--- src/rtl/datapath_ctrl_fsm.sv ---
// rtl/datapath_ctrl_fsm.sv - multi-cycle control sequencer for the register/ALU/data-memory datapath
//
// Accepts one instruction at a time, latches it, and walks the datapath through
// READ -> EXEC -> (MEM) -> (WB), driving the datapath controls from the state and
// the latched instruction.
//
// Ports:
//   clk, rst_n          clock (rising edge), asynchronous active-low reset
//   instr_valid/instr   offered instruction word
//   instr_ready         controller idle and able to accept an instruction
//   zero                ALU zero flag, sampled for beq in EXEC
//   Instruction         latched instr[25:0] field bus
//   RegDst, ALUSrc, MemRead, MemWrite, MemToReg, RegWrite, ALUControl_Signal
//                       datapath controls (0 in IDLE)
//   done                final cycle of an instruction
//   branch_taken        beq outcome, valid with done
//   illegal             one-cycle pulse after an undecodable instruction is accepted
module datapath_ctrl_fsm #(
  parameter int READ_LAT       = 1,
  parameter bit ZERO_REG_GUARD = 1'b1
) (
  input  logic        clk,
  input  logic        rst_n,
  input  logic        instr_valid,
  input  logic [31:0] instr,
  output logic        instr_ready,
  input  logic        zero,
  output logic [25:0] Instruction,
  output logic        RegDst,
  output logic        ALUSrc,
  output logic        MemRead,
  output logic        MemWrite,
  output logic        MemToReg,
  output logic        RegWrite,
  output logic [3:0]  ALUControl_Signal,
  output logic        done,
  output logic        branch_taken,
  output logic        illegal
);

  localparam logic [3:0] ALU_COMPLEMENT = 4'b0000;
  localparam logic [3:0] ALU_AND        = 4'b0001;
  localparam logic [3:0] ALU_XOR        = 4'b0010;
  localparam logic [3:0] ALU_OR         = 4'b0011;
  localparam logic [3:0] ALU_DEC        = 4'b0100;
  localparam logic [3:0] ALU_ADD        = 4'b0101;
  localparam logic [3:0] ALU_SUB        = 4'b0110;
  localparam logic [3:0] ALU_INC        = 4'b0111;

  // READ wait counter counts down from READ_LAT-1 to 0.
  localparam logic [1:0] CNT_INIT = 2'(READ_LAT - 1);

  typedef enum logic [2:0] {S_IDLE, S_READ, S_EXEC, S_MEM, S_WB} state_e;
  typedef enum logic [2:0] {C_R, C_IMM, C_LW, C_SW, C_BEQ} cls_e;

  typedef struct packed {
    logic       legal;
    cls_e       cls;
    logic [3:0] alu;
  } dec_t;

  function automatic dec_t decode(input logic [31:0] w);
    dec_t d;
    d.legal = 1'b1;
    d.cls   = C_R;
    d.alu   = ALU_ADD;
    case (w[31:26])
      6'b000000: begin
        case (w[5:0])
          6'b100000: d.alu = ALU_ADD;
          6'b100010: d.alu = ALU_SUB;
          6'b100100: d.alu = ALU_AND;
          6'b100101: d.alu = ALU_OR;
          6'b100110: d.alu = ALU_XOR;
          6'b110000: d.alu = ALU_COMPLEMENT;
          6'b110001: d.alu = ALU_DEC;
          6'b110010: d.alu = ALU_INC;
          default:   d.legal = 1'b0;
        endcase
      end
      6'b001000: begin d.cls = C_IMM; d.alu = ALU_ADD; end
      6'b001100: begin d.cls = C_IMM; d.alu = ALU_AND; end
      6'b001101: begin d.cls = C_IMM; d.alu = ALU_OR;  end
      6'b001110: begin d.cls = C_IMM; d.alu = ALU_XOR; end
      6'b100011: begin d.cls = C_LW;  d.alu = ALU_ADD; end
      6'b101011: begin d.cls = C_SW;  d.alu = ALU_ADD; end
      6'b000100: begin d.cls = C_BEQ; d.alu = ALU_SUB; end
      default:   d.legal = 1'b0;
    endcase
    return d;
  endfunction

  state_e      state_q;
  logic [31:0] instr_q;
  logic [1:0]  cnt_q;
  logic        illegal_q;

  dec_t dec_in;
  dec_t dec_q;
  assign dec_in = decode(instr);
  assign dec_q  = decode(instr_q);

  always_ff @(posedge clk or negedge rst_n) begin
    if (!rst_n) begin
      state_q   <= S_IDLE;
      instr_q   <= '0;
      cnt_q     <= '0;
      illegal_q <= 1'b0;
    end else begin
      illegal_q <= 1'b0;
      case (state_q)
        S_IDLE: begin
          if (instr_valid) begin
            instr_q <= instr;
            if (dec_in.legal) begin
              state_q <= S_READ;
              cnt_q   <= CNT_INIT;
            end else begin
              illegal_q <= 1'b1;
            end
          end
        end
        S_READ: begin
          if (cnt_q == 2'd0) state_q <= S_EXEC;
          else               cnt_q   <= cnt_q - 2'd1;
        end
        S_EXEC: begin
          case (dec_q.cls)
            C_LW, C_SW: state_q <= S_MEM;
            C_BEQ:      state_q <= S_IDLE;
            default:    state_q <= S_WB;
          endcase
        end
        S_MEM:   state_q <= (dec_q.cls == C_LW) ? S_WB : S_IDLE;
        S_WB:    state_q <= S_IDLE;
        default: state_q <= S_IDLE;
      endcase
    end
  end

  logic [4:0] dest;
  logic       alu_phase;
  assign dest      = (dec_q.cls == C_R) ? instr_q[15:11] : instr_q[20:16];
  // ALU controls are set up in EXEC and held through MEM and WB.
  assign alu_phase = (state_q == S_EXEC) || (state_q == S_MEM) || (state_q == S_WB);

  always_comb begin
    RegDst            = 1'b0;
    ALUSrc            = 1'b0;
    MemRead           = 1'b0;
    MemWrite          = 1'b0;
    MemToReg          = 1'b0;
    RegWrite          = 1'b0;
    ALUControl_Signal = 4'b0000;
    done              = 1'b0;
    branch_taken      = 1'b0;
    if (alu_phase) begin
      ALUControl_Signal = dec_q.alu;
      ALUSrc            = (dec_q.cls == C_IMM) || (dec_q.cls == C_LW) || (dec_q.cls == C_SW);
    end
    case (state_q)
      S_EXEC: begin
        if (dec_q.cls == C_BEQ) begin
          done         = 1'b1;
          branch_taken = zero;
        end
      end
      S_MEM: begin
        if (dec_q.cls == C_LW) begin
          MemRead = 1'b1;
        end else begin
          MemWrite = 1'b1;
          done     = 1'b1;
        end
      end
      S_WB: begin
        RegWrite = !(ZERO_REG_GUARD && (dest == 5'd0));
        RegDst   = (dec_q.cls == C_R);
        MemToReg = (dec_q.cls == C_LW);
        MemRead  = (dec_q.cls == C_LW);
        done     = 1'b1;
      end
      default: ;
    endcase
  end

  // Ready is gated by rst_n so it reads 0 while reset is held.
  assign instr_ready = rst_n && (state_q == S_IDLE);
  assign Instruction = instr_q[25:0];
  assign illegal     = illegal_q;

endmodule

--- config.mk ---
export PLATFORM = sky130hd
export DESIGN_NAME = datapath_ctrl_fsm
export DESIGN_NICKNAME = d
export VERILOG_FILES = /design/src/rtl/datapath_ctrl_fsm.sv
export SDC_FILE = /design/constraint.sdc
export NUM_CORES = 1
export LEC_CHECK = 0
export ABC_AREA = 0
export ABC_CLOCK_PERIOD_IN_PS = 2300
export CORE_MARGIN = 4
export CORE_UTILIZATION = 45
export DETAILED_ROUTE_END_ITERATION = 16
export GPL_ROUTABILITY_DRIVEN = 0
export PLACE_DENSITY = 0.81
export SETUP_SLACK_MARGIN = 0.1
export SYNTH_ARGS = -nofsm -noshare
export SYNTH_HDL_FRONTEND = slang
export SYNTH_SLANG_ARGS = --single-unit
--- constraint.sdc ---
create_clock -name clk -period 2.3 [get_ports clk]
set_clock_uncertainty 0.05 [all_clocks]
set_input_delay 0.23 -clock clk [delete_from_list [all_inputs] [get_ports clk]]
set_output_delay 0.23 -clock clk [all_outputs]
set_load 0.05 [all_outputs]
### Yosys cells after proc, flatten, opt, wreduce, memory -nomap -nowiden

Cells that the tools add are included.

* register bits: 38
* output and inout bits: 40
* word-level logic and storage cells: 98

* $add $sub $neg: 1
* equality and inequality tests: 41
* mux-type cells: 32
* reduce and logical (&&, ||, !) cells: 20

Operator list (count)
* $eq 6x6->1 const B: 19
* $eq 6x4->1 const B: 8
* $pmux 3 s4: 2
* $pmux 3 s7: 1
* $pmux 4 s5: 1
* $mux 1: 14
* $eq 3x2->1 const B: 4
* $eq 6x3->1 const B: 2
* $logic_not 6->1: 2
* $mux 3: 4
* $ne 2x2->1 const B: 4
* $reduce_or 8->1: 1
* $reduce_or 7->1: 1
* $eq 3x1->1 const B: 2
* $eq 3x3->1 const B: 2
* $logic_not 3->1: 2
* $mux 2: 3
* $pmux 3 s2: 1
* $logic_not 5->1: 1
* $mux 5: 1
* $logic_or 1x1->1: 4
* $mux 4: 1
* $pmux 1 s2: 2
* $pmux 2 s2: 1
* other kinds (11): 11

### Depth between registers and ports, before layout

Gate-level depths: netlist (run 1).

* depth after elaboration: 8
* depth in mapped cells: 6
* depth with buffers taken out: 6

### Worst setup path after synthesis (run 1)

Ideal clock, no wire load.

* path type: register -> output
* start point: reg instr_q[27]
* end point: out ALUSrc
* arrival time: 3.307 ns
* data required time: 2.020 ns
* setup slack: -1.287 ns
* cell stages (with the launch flop): 6
* buffers on the path: 1
* cell sequence: dfrtp_1 -> buf_6 -> nor2b_1 -> o21ai_0 -> nand3b_1 -> a2111oi_0

* cells in the longest elaborated chain, start to end: 7

RTL lines
* from (decl): line 94 `logic [31:0] instr_q;`
* from (signal assigned): line 114 `instr_q <= instr;`
* $eq 6x4->1
* $reduce_or 4->1 (no source line)
* $pmux 3 s4 *: line 67 `case (w[31:26])`
* $eq 3x1->1 / $eq 3x2->1 (equally long branches): line 159 `ALUSrc = (dec_q.cls == C_IMM) || (dec_q.cls == C_LW) || (dec_q.cls == C_SW);`
* $logic_or 1x1->1: line 159
* $logic_or 1x1->1 *: line 159
* $mux 1 *: line 157 `if (alu_phase) begin`
* to (decl): line 30 `output logic ALUSrc,`

Mark *: on every way between the ends. The rest lies on a longest branch, timed or not.

### Worst setup path in the final report (run 1)

* start point: reg instr_q[27]
* end point: out ALUControl_Signal[1]

* cells in the longest elaborated chain, start to end: 3

RTL lines
* $eq 6x3->1 (tied with other cells)
* $pmux 4 s5 *: line 67
* $mux 4 *: line 157
* to (decl): line 35 `output logic [3:0] ALUControl_Signal,`

Marks and branches as above.

==> out/summary.txt, run 1 <==
Status = finished, violations left
Failing checks = setup timing
Critical Path Start = instr_q[27]
Crit-path cells = buf_6, buf_4, xor2_1, o21ai_1, nand2_1, a2111oi_4, clkbuf_16
R2R cell count = 5
Ys Warns = 0
Total power = 2260 uW
Dpl hpwl = 3960 microns
Commonest non-fill, non-tap cells in the layout = 61 x clkdlybuf4s50_1, 31 x dfrtp_1, 27 x mux2_2, 19 x buf_4, 13 x nand2_1
Clock sink count = 38
Number of antenna diodes = 0
Final setup violation count = 1
Startpoint types = flop
Crit-path max cell delay = 0.44 ns
CTS Buffer Depth = 2
Commonest non-fill, non-tap cell in the layout = clkdlybuf4s50_1
Tcrit/Tclk final = 102%
GRT Util Overall = 19.2%
Hold depth = 1
WP data required = 2.02 ns
Drt wl/cell = 16.6 microns
Reg clk slew, reported paths = 0.07 ns
Seq/Total Area, Yosys = 43.3%
Clock root cell = clkbuf_8
Slowest CP cell = dfrtp_2
Max-cap violation count = 0
Initial antenna violation count = 0
Post-Syn Area = 2200 sq um
# placed instances = 321
Post-route antenna net violation count = 0
Max-slew headroom = 65.9%
Syn_nets = 248
Seq cells post-synth = 38
# DRC = 0
Worst slew pin tran = 0.510 ns
Non-Filler Instances = 342
Primary FF master, synth = dfrtp_1
# IOs = 76
Post-Syn Instances = 211
Number of global-route vias before repair = 1,891
Worst Path Arrival = 2.07 ns
R2R Setup Slk = 0.50 ns
Number of I/O port buffers = 74
Pre-Repair DR Iteration Count = 4
Post-Place Worst Slack = 0.235 ns
Share of layout cells above drive strength 1 = 33.1%
Worst-Skew Late Latency = 0.28 ns
Ys async rst share = 100%
Die height = 77.9 microns
Detailed Route WL = 5660 microns
NumNets Final = 312
Initial Util = 46.5%
Setup TNS = -0.0525 ns
Syn avg cell area = 10.4 sq um
RSZ-0062 raised after global routing = true
Drt initial violations = 124
R2R Path End = state_q[0]
Rows = 25
CP top delay family = compound AO/OA/AOI/OAI gates
# H-tree levels = 2
Fmax = 425 MHz
CTS tree = built
Largest net degree at the start of global routing = 39
Power Density = 705 nW/um^2
Post-synth EDFFs = 0
CP endpoint kind = primary output
Post-layout util = 68.0%
Die ar. = 6060 sq um
Max IR drop VDD = 0.393 mV
Avg Vias per Cell = 5.35
Min Clock Period, post-route = 2.35 ns
Area grow syn2layout = 46.3%
Core area = 4720 sq um
Hold WC Path Type = reg -> reg
WP depth = 7
Worst Path Buf+Inv = 3
Worst-path fanout max = 4
Global-route wire length before repair = 9160 microns
Total number of vias = 1,829
Chip width = 77.9 microns
CP Capture Point = ALUControl_Signal[1]
Grt ovf = 0
Number of hold violations in the final report = 0
CTS buffer count = 5
Fin. max-slew vios = 0
Critical R2R Launch = instr_q[28]
WS Path Type = reg -> out
P_leak = 0.00128 uW
Final setup margin = -0.0525 ns
Library cells used by synthesis = 48
cells in the mapped netlist (2+ instances only):
cell type | count | share of area, %
a211o_1 | 2 | 0.80
a21oi_1 | 7 | 1.6
a31oi_1 | 6 | 1.7
and3_1 | 2 | 0.57
buf_2 | 5 | 1.1
buf_4 | 27 | 9.2
clkbuf_1 | 3 | 0.51
dfrtp_1 | 38 | 43
inv_1 | 6 | 1.0
inv_2 | 2 | 0.34
mux2_1 | 2 | 1.0
mux2_2 | 27 | 14
nand2_1 | 14 | 2.4
nand2b_1 | 2 | 0.57
nand3_1 | 4 | 0.91
nand3b_1 | 2 | 0.68
nand4b_1 | 2 | 0.80
nor2_1 | 10 | 1.7
nor3_1 | 2 | 0.46
nor3b_1 | 2 | 0.68
nor4b_1 | 3 | 1.2
nor4b_2 | 2 | 1.4
o21ai_0 | 11 | 2.5
o21bai_1 | 2 | 0.68
or3_1 | 3 | 0.85
or4_1 | 3 | 1.0
how the worst min path moves through the flow:
| stage | startpoint | end | slack, ns |
|---|---|---|---|
| after global placement | rst_n | state_q[0] | 0.28 |
| after detailed placement | rst_n | instr_q[12] | 0.28 |
| after floorplan | rst_n | cnt_q[0] | -0.12 |
| final | instr_q[7] | instr_q[7] | 0.45 |
| after CTS | instr_q[6] | instr_q[6] | 0.46 |
| after global routing | instr_q[6] | instr_q[6] | 0.46 |
cell type report:
cell class	count	area, sq um
Fill cell	335	1510
Multi-Input combinational cell	128	1070
Timing Repair Buffer	94	996
Sequential cell	38	960
Tap cell	67	83.8
Clock buffer	7	76.3
Inverter	8	30.0
timing repair:
action | 4_1_cts | 5_1_grt
hold buffers | 1 | 0
setup endpoints to repair | 7 | 7
endpoints found under the hold margin | 38 | 0
gates resized for setup | 8 | 15
pin swaps | 7 | 7
setup buffers | 9 | 4
cells by family after synthesis:
family / Yosys count / synth area share (%)
buffers and inverters: 45 / 13.0
and+or+nand+nor: 57 / 16.0
DFF: 38 / 43.3
xor gates and xnor gates: 2 / 0.798
AOI/OAI and AO/OA: 37 / 10.9
adders and majority gates: 1 / 0.570
other: 1 / 0.171
muxes: 30 / 15.3
registers in the layout (all words and copies together), names as in the netlist:
register,cells
cnt_q,2
state_q,3
instr_q,32
illegal,1
power breakdown:
group,switching (uW),leakage [uW],internal [uW]
registers,90.5,0.000449,769
logic,565,0.000793,413
clock network,218,0.0000383,209
through the flow:
step           cell area (sq um)  hold WS, ns
2_1_floorplan               2230       -0.116
3_3_place_gp                2940        0.279
3_5_place_dp                2940        0.275
4_1_cts                     3120        0.460
5_1_grt                     3210        0.464
6_report                    3210        0.452
per-layer routing:
metal,share of wire (%),GRT usage [%],vias up,wire (microns)
met2,53,32.7,58,3020
met4,2.9,9.61,0,165
met3,4.7,3.94,13,267
met5,0,0,-,0
li1,-,-,858,-
met1,39,22.7,900,2210
(Power assumes the default switching activity.)
==> inputs of run 2 (changes only) <==
- SKIP_CTS_REPAIR_TIMING: unset -> 1
==> run 2 against run 1 <==
  * Total power decreased by 2.9%
  * Worst setup slack improved by 0.022 ns
  * Fmax increased by 0.95%
  * Highest routed layer unchanged
  * First-iteration DRC count decreased by 25%
  * Count of clock-buffer cells in the layout unchanged
  * The flow still finishes with violations (setup timing)
  * Utilization decreased by 2.4 points
==> out/summary.txt, run 2 (synthesis gave the netlist of run 1 again) <==
Critical R2R Launch = instr_q[28] (unchanged)
Fin. max-slew vios = 0 (unchanged)
Worst Path Arrival = 2.05 ns (was 2.07 ns)
Failing checks = setup timing (unchanged)
NumNets Final = 303 (was 312)
P_leak = 0.00122 uW (was 0.00128 uW)
Max-slew headroom = 65.2% (was 65.9%)
Hold WC Path Type = reg -> reg (unchanged)
Dpl hpwl = 3960 microns (unchanged)
Initial antenna violation count = 0 (unchanged)
Largest net degree at the start of global routing = 39 (unchanged)
R2R Path End = state_q[0] (unchanged)
Register area = 957 sq um (was 960 sq um)
RSZ-0062 raised after global routing = true (unchanged)
Crit-path cells = nor4_4, nand2_1, or3_4, a2111oi_4, buf_12 (was buf_6, buf_4, xor2_1, o21ai_1, nand2_1, a2111oi_4, clkbuf_16)
GRT Util Overall = 18.5% (was 19.2%)
Min Clock Period, post-route = 2.33 ns (was 2.35 ns)
Reg with most FFs = instr_q (unchanged)
Non-Filler Instances = 333 (was 342)
Crit-path max cell delay = 0.46 ns (was 0.44 ns)
# placed instances = 321 (unchanged)
Post-route antenna net violation count = 0 (unchanged)
Area grow syn2layout = 41.3% (was 46.3%)
Die height = 77.9 microns (unchanged)
Final setup violation count = 1 (unchanged)
Detailed Route WL = 5280 microns (was 5660 microns)
CTS Buffer Depth = 2 (unchanged)
Grt ovf = 0 (unchanged)
Reg clk slew, reported paths = 0.07 ns (about the same)
Clock sink count = 38 (unchanged)
Slowest CP cell = dfrtp_2 (unchanged)
Number of antenna diodes = 0 (unchanged)
Footprint of the multi-input gates = 1040 sq um (was 1070 sq um)
Drt wl/cell = 15.9 microns (was 16.6 microns)
WP data required = 2.02 ns (about the same)
WHS = 0.451 ns (was 0.452 ns)
R2R cell count = 5 (unchanged)
Chip width = 77.9 microns (unchanged)
R2R Setup Slk = 0.46 ns (was 0.50 ns)
Global-route wire length before repair = 8820 microns (was 9160 microns)
Hold endpoint = instr_q[7] (unchanged)
Share of layout cells above drive strength 1 = 27.8% (was 33.1%)
Number of flip-flops in the largest register = 32 (unchanged)
Hold path startpoint = instr_q[7] (unchanged)
Clock root cell = clkbuf_8 (unchanged)
Sw frac = 38.6% (about the same)
Seq pwr share = 39.6% (was 38.0%)
CTS tree = built (unchanged)
WS Path Type = reg -> out (unchanged)
Worst-Skew Late Latency = 0.29 ns (was 0.28 ns)
Commonest non-fill, non-tap cell in the layout = clkdlybuf4s50_1 (unchanged)
# fillers = 349 (was 335)
Rows = 25 (unchanged)
Status = finished, violations left (unchanged)
Total number of vias = 1,747 (was 1,829)
# DRC = 0 (unchanged)
Final setup margin = -0.0302 ns (was -0.0525 ns)
Core area = 4720 sq um (unchanged)
Pre-Repair DR Iteration Count = 4 (unchanged)
Fmax = 429 MHz (was 425 MHz)
Number of global-route vias before repair = 1,819 (was 1,891)
Tcrit/Tclk final = 101% (was 102%)
Power Density = 709 nW/um^2 (was 705 nW/um^2)
Worst slew pin tran = 0.521 ns (was 0.510 ns)
# IOs = 76 (unchanged)
Psw = 849 uW (was 874 uW)
CTS buffer count = 5 (unchanged)
Max-cap violation count = 0 (unchanged)
Avg Vias per Cell = 5.25 (was 5.35)
Die ar. = 6060 sq um (unchanged)
Number of hold violations in the final report = 0 (unchanged)
Max IR drop VDD = 0.394 mV (was 0.393 mV)
Post-layout util = 65.7% (was 68.0%)
Number of I/O port buffers = 74 (unchanged)
Drt initial violations = 93 (was 124)
Placed cell area = 2940 sq um (unchanged)
Initial Util = 46.5% (unchanged)
# H-tree levels = 2 (unchanged)
Hold depth = 1 (unchanged)
Final instance area = 3100 sq um (was 3210 sq um)
P_int = 1350 uW (was 1390 uW)
Worst-path fanout max = 7 (was 4)
Startpoint types = flop (unchanged)
Post-Place Worst Slack = 0.235 ns (unchanged)
Clock group share of total power = 19.5% (was 18.8%)
Regs by FF count = instr_q: 32 flops, state_q: 3 flops, cnt_q: 2 flops (unchanged)
Commonest non-fill, non-tap cells in the layout = 61 x clkdlybuf4s50_1, 33 x dfrtp_1, 27 x mux2_2, 14 x nand2_1, 12 x buf_4 (was 61 x clkdlybuf4s50_1, 31 x dfrtp_1, 27 x mux2_2, 19 x buf_4, 13 x nand2_1)
CP endpoint kind = primary output (unchanged)
Combinational power share = 40.8% (was 43.2%)
[run 2: cell count changes in the layout (fill, tap and decap cells not counted), sizes merged]
cell	previous run	this run
buf	31	23
clkbuf	8	7
[run 2: critical path, delay by kind of cell (launching register included)]
kind                   cells  cell delay (ns)
AOI/OAI and AO/OA          1             0.36
buffers and inverters      1             0.18
DFF                        1             0.46
and+or+nand+nor            3             0.76
[run 2: power by group through the flow]
stage          logic (uW)  registers (uW)  clock network, uW
2_1_floorplan         687             843                  0
4_1_cts               880             869                438
3_5_place_dp          876             882                  0
3_3_place_gp          865             872                  0
5_1_grt               947             886                471
6_report              898             871                429
[run 2: layer usage]
layer	GRT usage (%)	up-vias	share of wire, %
li1	-	837	-
met5	0	-	0
met2	31.4	53	53
met1	22.1	848	40
met4	9.07	0	2.7
met3	3.71	9	4.2
[run 2: worst max-delay path by stage]
stage                           start                    to  cells past startpoint
final                     instr_q[27]  ALUControl_Signal[1]                      5
after global routing      instr_q[27]  ALUControl_Signal[1]                      5
after CTS                 instr_q[27]  ALUControl_Signal[1]                      5
after detailed placement  instr_q[27]  ALUControl_Signal[1]                      5
after global placement    instr_q[27]  ALUControl_Signal[1]                      5
after floorplan           instr_q[30]                  done                      5
[run 2: final cells by class]
cell class	count	area share, %
clock buffers	7	2.46
inverters	8	0.968
multi-input cells	128	33.5
flip-flops and latches	38	30.9
well taps	67	2.70
repair buffers	85	29.5
[run 2: metrics by stage]
step | total power, uW | setup TNS, ns
4_1_cts | 2190 | -0.201
2_1_floorplan | 1530 | 0
3_5_place_dp | 1760 | 0
6_report | 2200 | -0.0302
5_1_grt | 2310 | -0.283
3_3_place_gp | 1740 | 0
